File: src/rtl/fu_alu_pipe.sv
// Pipelined RV32I integer ALU functional unit with CDB-facing output slot.
// Optional Zba shNadd support is enabled by defining FU_ALU_PIPE_ZBA_EN.
package fu_alu_pipe_pkg;
  typedef struct packed {
    logic [6:0]  opcode;
    logic [2:0]  funct3;
    logic [6:0]  funct7;
    logic [31:0] i_imm;
    logic [31:0] u_imm;
    logic [31:0] pc;
  } decode_info_t;
endpackage

module fu_alu_pipe
  import fu_alu_pipe_pkg::*;
#(
  parameter int PHYS_REG_BITS = 6,
  parameter int ROB_IDX_BITS  = 4,
  parameter int LATENCY       = 2
) (
  input  logic                     clk,
  input  logic                     rst_n,
  input  logic                     start,
  output logic                     ready,
  input  logic [31:0]              rs1_v,
  input  logic [31:0]              rs2_v,
  input  decode_info_t             decode_info,
  input  logic [PHYS_REG_BITS-1:0] pd_in,
  input  logic [ROB_IDX_BITS-1:0]  rob_idx_in,
  input  logic                     flush,
  input  logic                     cdb_grant,
  output logic                     valid,
  output logic [31:0]              rd_v,
  output logic [PHYS_REG_BITS-1:0] pd_out,
  output logic [ROB_IDX_BITS-1:0]  rob_idx_out,
  output logic                     busy
);

  localparam logic [6:0] OPC_OP     = 7'b0110011;
  localparam logic [6:0] OPC_OP_IMM = 7'b0010011;
  localparam logic [6:0] OPC_LUI    = 7'b0110111;
  localparam logic [6:0] OPC_AUIPC  = 7'b0010111;

  typedef struct packed {
    logic [31:0]              rd;
    logic [PHYS_REG_BITS-1:0] pd;
    logic [ROB_IDX_BITS-1:0]  rob;
  } stage_t;

  logic [LATENCY-1:0] val;
  logic [LATENCY-1:0] en;
  stage_t             stg_q  [LATENCY];
  stage_t             stg_in [LATENCY];
  logic [LATENCY-1:0] val_in;
  logic [31:0]        b;
  logic [4:0]         shamt;
  logic [31:0]        alu_res;

  always_comb begin
    b       = (decode_info.opcode == OPC_OP) ? rs2_v : decode_info.i_imm;
    shamt   = b[4:0];
    alu_res = '0;
    case (decode_info.opcode)
      OPC_OP, OPC_OP_IMM: begin
        case (decode_info.funct3)
          3'b000: alu_res = (decode_info.opcode == OPC_OP && decode_info.funct7[5])
                            ? rs1_v - b : rs1_v + b;
          3'b001: alu_res = rs1_v << shamt;
          3'b010: alu_res = {31'b0, ($signed(rs1_v) < $signed(b))};
          3'b011: alu_res = {31'b0, (rs1_v < b)};
          3'b100: alu_res = rs1_v ^ b;
          3'b101: alu_res = decode_info.funct7[5] ? 32'($signed(rs1_v) >>> shamt)
                                                  : rs1_v >> shamt;
          3'b110: alu_res = rs1_v | b;
          default: alu_res = rs1_v & b;
        endcase
`ifdef FU_ALU_PIPE_ZBA_EN
        if (decode_info.opcode == OPC_OP && decode_info.funct7 == 7'b0010000) begin
          case (decode_info.funct3)
            3'b010:  alu_res = (rs1_v << 1) + rs2_v;
            3'b100:  alu_res = (rs1_v << 2) + rs2_v;
            3'b110:  alu_res = (rs1_v << 3) + rs2_v;
            default: ;
          endcase
        end
`else
`endif
      end
      OPC_LUI:   alu_res = decode_info.u_imm;
      OPC_AUIPC: alu_res = decode_info.pc + decode_info.u_imm;
      default:   alu_res = '0;
    endcase
  end

  // A stage may load when it or any stage downstream of it is empty, or the CDB drains the tail.
  always_comb begin
    for (int i = 0; i < LATENCY; i++) begin
      en[i] = cdb_grant;
      for (int j = i; j < LATENCY; j++) begin
        if (!val[j]) en[i] = 1'b1;
      end
    end
  end

  always_comb begin
    stg_in[0] = '{rd: alu_res, pd: pd_in, rob: rob_idx_in};
    val_in    = '0;
    val_in[0] = start;
    for (int i = 1; i < LATENCY; i++) begin
      stg_in[i] = stg_q[i-1];
      val_in[i] = val[i-1];
    end
  end

  always_ff @(posedge clk or negedge rst_n) begin
    if (!rst_n) begin
      val <= '0;
      for (int i = 0; i < LATENCY; i++) stg_q[i] <= '0;
    end else begin
      for (int i = 0; i < LATENCY; i++) begin
        if (en[i]) begin
          val[i] <= val_in[i] && !flush;
          if (val_in[i]) stg_q[i] <= stg_in[i];
        end else if (flush) begin
          val[i] <= 1'b0;
        end
      end
    end
  end

  assign ready       = en[0];
  assign valid       = val[LATENCY-1];
  assign busy        = |val;
  assign rd_v        = stg_q[LATENCY-1].rd;
  assign pd_out      = stg_q[LATENCY-1].pd;
  assign rob_idx_out = stg_q[LATENCY-1].rob;

endmodule

File: config.mk
export PLATFORM = sky130hd
export DESIGN_NAME = fu_alu_pipe
export DESIGN_NICKNAME = d
export VERILOG_FILES = /design/src/rtl/fu_alu_pipe.sv
export SDC_FILE = /design/constraint.sdc
export NUM_CORES = 1
export LEC_CHECK = 0
export ABC_AREA = 1
export BUFFER_PORTS_ARGS = -buffer_cell sky130_fd_sc_hd__buf_4
export CORE_AREA = 10 10 206 208
export CTS_BUF_LIST = sky130_fd_sc_hd__clkbuf_8
export DETAILED_ROUTE_END_ITERATION = 10
export DIE_AREA = 0 0 216 218
export PLACE_DENSITY_LB_ADDON = 0.12
export SKIP_CTS_REPAIR_TIMING = 1
export SYNTH_ARGS = -nofsm -noshare
export SYNTH_HDL_FRONTEND = slang
export SYNTH_SLANG_ARGS = --single-unit
File: constraint.sdc
create_clock -name clk -period 2.2 [get_ports clk]
set_clock_uncertainty 0.05 [all_clocks]
set_input_delay 0.22 -clock clk [delete_from_list [all_inputs] [get_ports clk]]
set_output_delay 0.22 -clock clk [all_outputs]
set_load 0.005 [all_outputs]
==> impl_metrics.csv <==
group,metric,value,unit
status,outcome,"finished with violations",
status,violations,"hold timing, setup timing",
sta,timing.hold.ws,-0.005985,ns
routing,drt_wl_total,90430,um
placed_design,dp_hpwl,71120,um
floorplanning,initial_utilization,39.54,%
sta,finalCritPeriodShare,140.2,%
layout,seq_area,2152,um2
sta,setup_viol,32,
clock_tree,ctsHtreeMaxLevel,3,
sta,finalWorstSetupSlack,-0.8852,ns
layout,fin_util,68.22,%
placed_design,place_congestion,1.146,
power,power.density,346.4,nW/um2
power,power,9.047,mW
setup_path,cp_max_fo,7,
yosys,synth-main-ff-cell,"dfrtp_1",
yosys,avgSynthCellArea,5.553,um2
power,pwr-share-clk,12.3,%
power,internal_power,4.847,mW
clock_tree,cts_tree,"built",
routing,wl_per_cell,22.09,um
routing,drt_first_iter_violations,2758,
sta,finalCriticalPeriod,3.085,ns
power,power.share.sequential,18.8,%
sta,relSlewSlack,48.50,%
clock_tree,clk_pin_slew_worst_paths,0.10,ns
setup_path,r2r.worst_path.cells,8,
floorplanning,io_pins,237,
grt,grt_use_total,34.18,%
layout,fillers,3461,
layout,syn_to_final_growth,72.53,%
routing,drt_first_pass_iters,7,
flow_run,cap_violations,0,
yosys,synth.yosys.seq_area_share,14.22,%
setup_path,startpoint,"decode_info[108]",
routing,vias_per_cell,5.591,
yosys,synth_cells,2726,
yosys,yosys_warnings,0,
floorplanning,rows,72,
floorplanning,die-area,47090,um2
setup_path,arrival,3.30,ns
clock_tree,root_buffer,"clkbuf_8",
yosys,synth_edf_count,0,
setup_path,reg2reg_slack,0.37,ns
power,leakagePower,13.54,nW
clock_tree,numCtsBuffers,9,
setup_path,required,2.41,ns
routing,vias,22890,
yosys,syn_area,15140,um2
power,p_sw_share,46.42,%
clock_tree,clockBufferDepth,2,
floorplanning,core_area,38290,um2
placed_design,post-place-ws,-1.985,ns
setup_path,path_class,"in -> reg",
sta,fmax,324.1,MHz
routing,ant_nets,0,
power,combinationalPowerShare,69.0,%
placed_design,dp_cells,4011,
sta,finalHoldViolCount,1,
clock_tree,insertion_delay,0.38,ns
layout,multi_input_area,13960,um2
sta,rsz0062_at_grt,"yes",
grt,grt_pass1_wl,124700,um
yosys,syn-num-nets,3041,
power,p_sw,4.200,mW
grt,first_global_vias,21190,
clock_tree,cts_sinks,86,
grt,antenna_found_initial,2,
yosys,async_flop_share,100.0,%
yosys,synth-seq-cells,86,
layout,final_cells,4094,
sta,drv_slew,0,
sta,tightest_slew,0.7717,ns
setup_path,r2r-end,"stg_in[26]",
layout,nets,3884,
power,ir_drop,0.2503,mV
placed_design,io_buffers,230,
floorplanning,die_w,216,um
yosys,synth_cell_type_count,57,
routing,drcViolationCount,0,
setup_path,cp-endpoint,"stg_in[26]",
min_path,hp-class,"in -> reg",
setup_path,end_kind,"flip-flop",
grt,grt_start_max_net_pins,70,
layout,drive_above_1_share,45.24,%
setup_path,r2r_start,"val[1]",
setup_path,start_kind,"input pin",
floorplanning,die_h,218,um
grt,overflow,0,
-- power groups by stage --
stage	registers (mW)	clock network [mW]	logic [mW]
finish	1.70	1.11	6.24
global route	1.71	1.17	6.60
floorplan	1.73	0	2.39
detailed placement	1.73	0	5.05
CTS	1.70	1.11	5.08
global placement	1.73	0	5.00
-- how the worst min path moves through the flow --
| stage | endpoint | cells past startpoint | slack [ns] | from |
|---|---|---|---|---|
| 2_1_floorplan | pd_out[0] | 0 | -0.13 | rst_n |
| 3_3_place_gp | pd_out[0] | 1 | 0.10 | rst_n |
| 3_5_place_dp | pd_out[4] | 1 | 0.11 | rst_n |
| 4_1_cts | pd_out[4] | 1 | -0.31 | rst_n |
| 5_1_grt | stg_in[8] | 3 | 0.003 | pd_in[4] |
| 6_report | stg_in[8] | 3 | -0.006 | pd_in[4] |
-- registers in the layout (all words and copies together) (netlist names) --
register	flops
pd_out	6
rob_idx_out	4
stg_in	42
rd_v	32
val	2
-- synthesized netlist by cell type, types with 6 or more instances --
library cell	number	area (um2)
o221ai_1	7	61.31
mux2i_1	7	70.07
buf_2	25	125.1
nand4_1	19	118.9
nand3_1	227	1136
o22ai_1	10	62.56
o21ai_1	66	330.3
xnor2_1	8	70.07
o21a_1	15	112.6
xor2_1	13	113.9
a21oi_1	167	835.8
nor3_1	20	100.1
o21ai_0	177	885.9
nand2_1	872	3273
nor2_1	271	1017
o211ai_1	22	165.2
ha_1	121	1514
dfrtp_1	86	2152
or2_2	9	56.30
o21bai_1	6	45.04
inv_1	340	1276
buf_1	17	63.81
clkbuf_1	77	289.0
a31oi_1	14	87.58
mux2_2	40	450.4
a211oi_1	13	97.59
-- metrics by stage --
stage / instance area (um2) / TNS [ns]
2_1_floorplan: 15750 / -15.80
3_3_place_gp: 22620 / -45.86
3_5_place_dp: 22620 / -45.98
4_1_cts: 22800 / -33.57
5_1_grt: 26110 / -26.75
6_report: 26120 / -23.70
-- worst max-delay path, stage by stage --
cell and delay (ns):
buf_8 0.11, inv_12 0.05, nand2_8 0.05, nor2_8 0.14
buf_12 0.14, nand2_8 0.13, buf_6 0.16, o21ai_4 0.16
buf_6 0.17, buf_12 0.18, buf_8 0.12, nand2_2 0.06
o21ai_2 0.10, inv_2 0.08, nand2_2 0.08, nand3_2 0.11
nand3_4 0.13, nand3_1 0.11, nand2_2 0.12, nand4_1 0.28
o21ai_1 0.22, buf_4 0.16, nand2_2 0.07, nand2_1 0.07
nand2_1 0.05
-- area by class of cell --
type | count | share of cell area (%)
Sequential cell | 86 | 8.240
Timing Repair Buffer | 957 | 29.97
Inverter | 348 | 5.150
Clock buffer | 9 | 0.4743
Clock inverter | 7 | 0.2060
Tap cell | 518 | 2.482
Multi-Input combinational cell | 2167 | 53.46
Antenna cell | 2 | 0.01916
-- per-layer routing --
metal	GRT usage (%)	share of wire, %	vias to the layer above	wire [um]
met3	5.090	9.8	314	8885
met1	45.39	40	10750	36390
met4	16.48	6.5	0	5892
li1	-	-	10560	-
met5	0	0	-	0
met2	53.40	43	1268	39260
-- placed cells by master, fill, tap and decap left out, drive strengths merged, types with 5 or more instances in the layout --
cell type    netlist  layout
nor2             274     274
a221oi             5       5
mux2              40      40
dfrtp             86      86
a32o               5       5
buf               48     943
clkinv             3       5
nand4             19      19
clkbuf            78      14
nand2            877     878
a31oi             14      14
o221ai             7       7
mux2i              7       7
dlygate4sd3        0       9
o22ai             10      10
and3               5       5
nor3              20      20
o21bai             6       6
inv              345     347
a211oi            13      13
o21a              15      15
o21ai            247     247
a21oi            167     167
xor2              13      13
o211ai            22      22
ha               121     121
nor4               5       5
nand3            227     227
or2               13      13
xnor2              8       8
-- cells by family after synthesis --
group,Yosys count,share of synthesized area [%]
flops,86,14.22
fa+ha+maj,123,10.27
xor+xnor,21,1.215
mux,47,3.438
compound gates,532,19.75
buf+inv,474,12.24
simple gates,1443,38.87
Power figures use the tool's default switching activity.
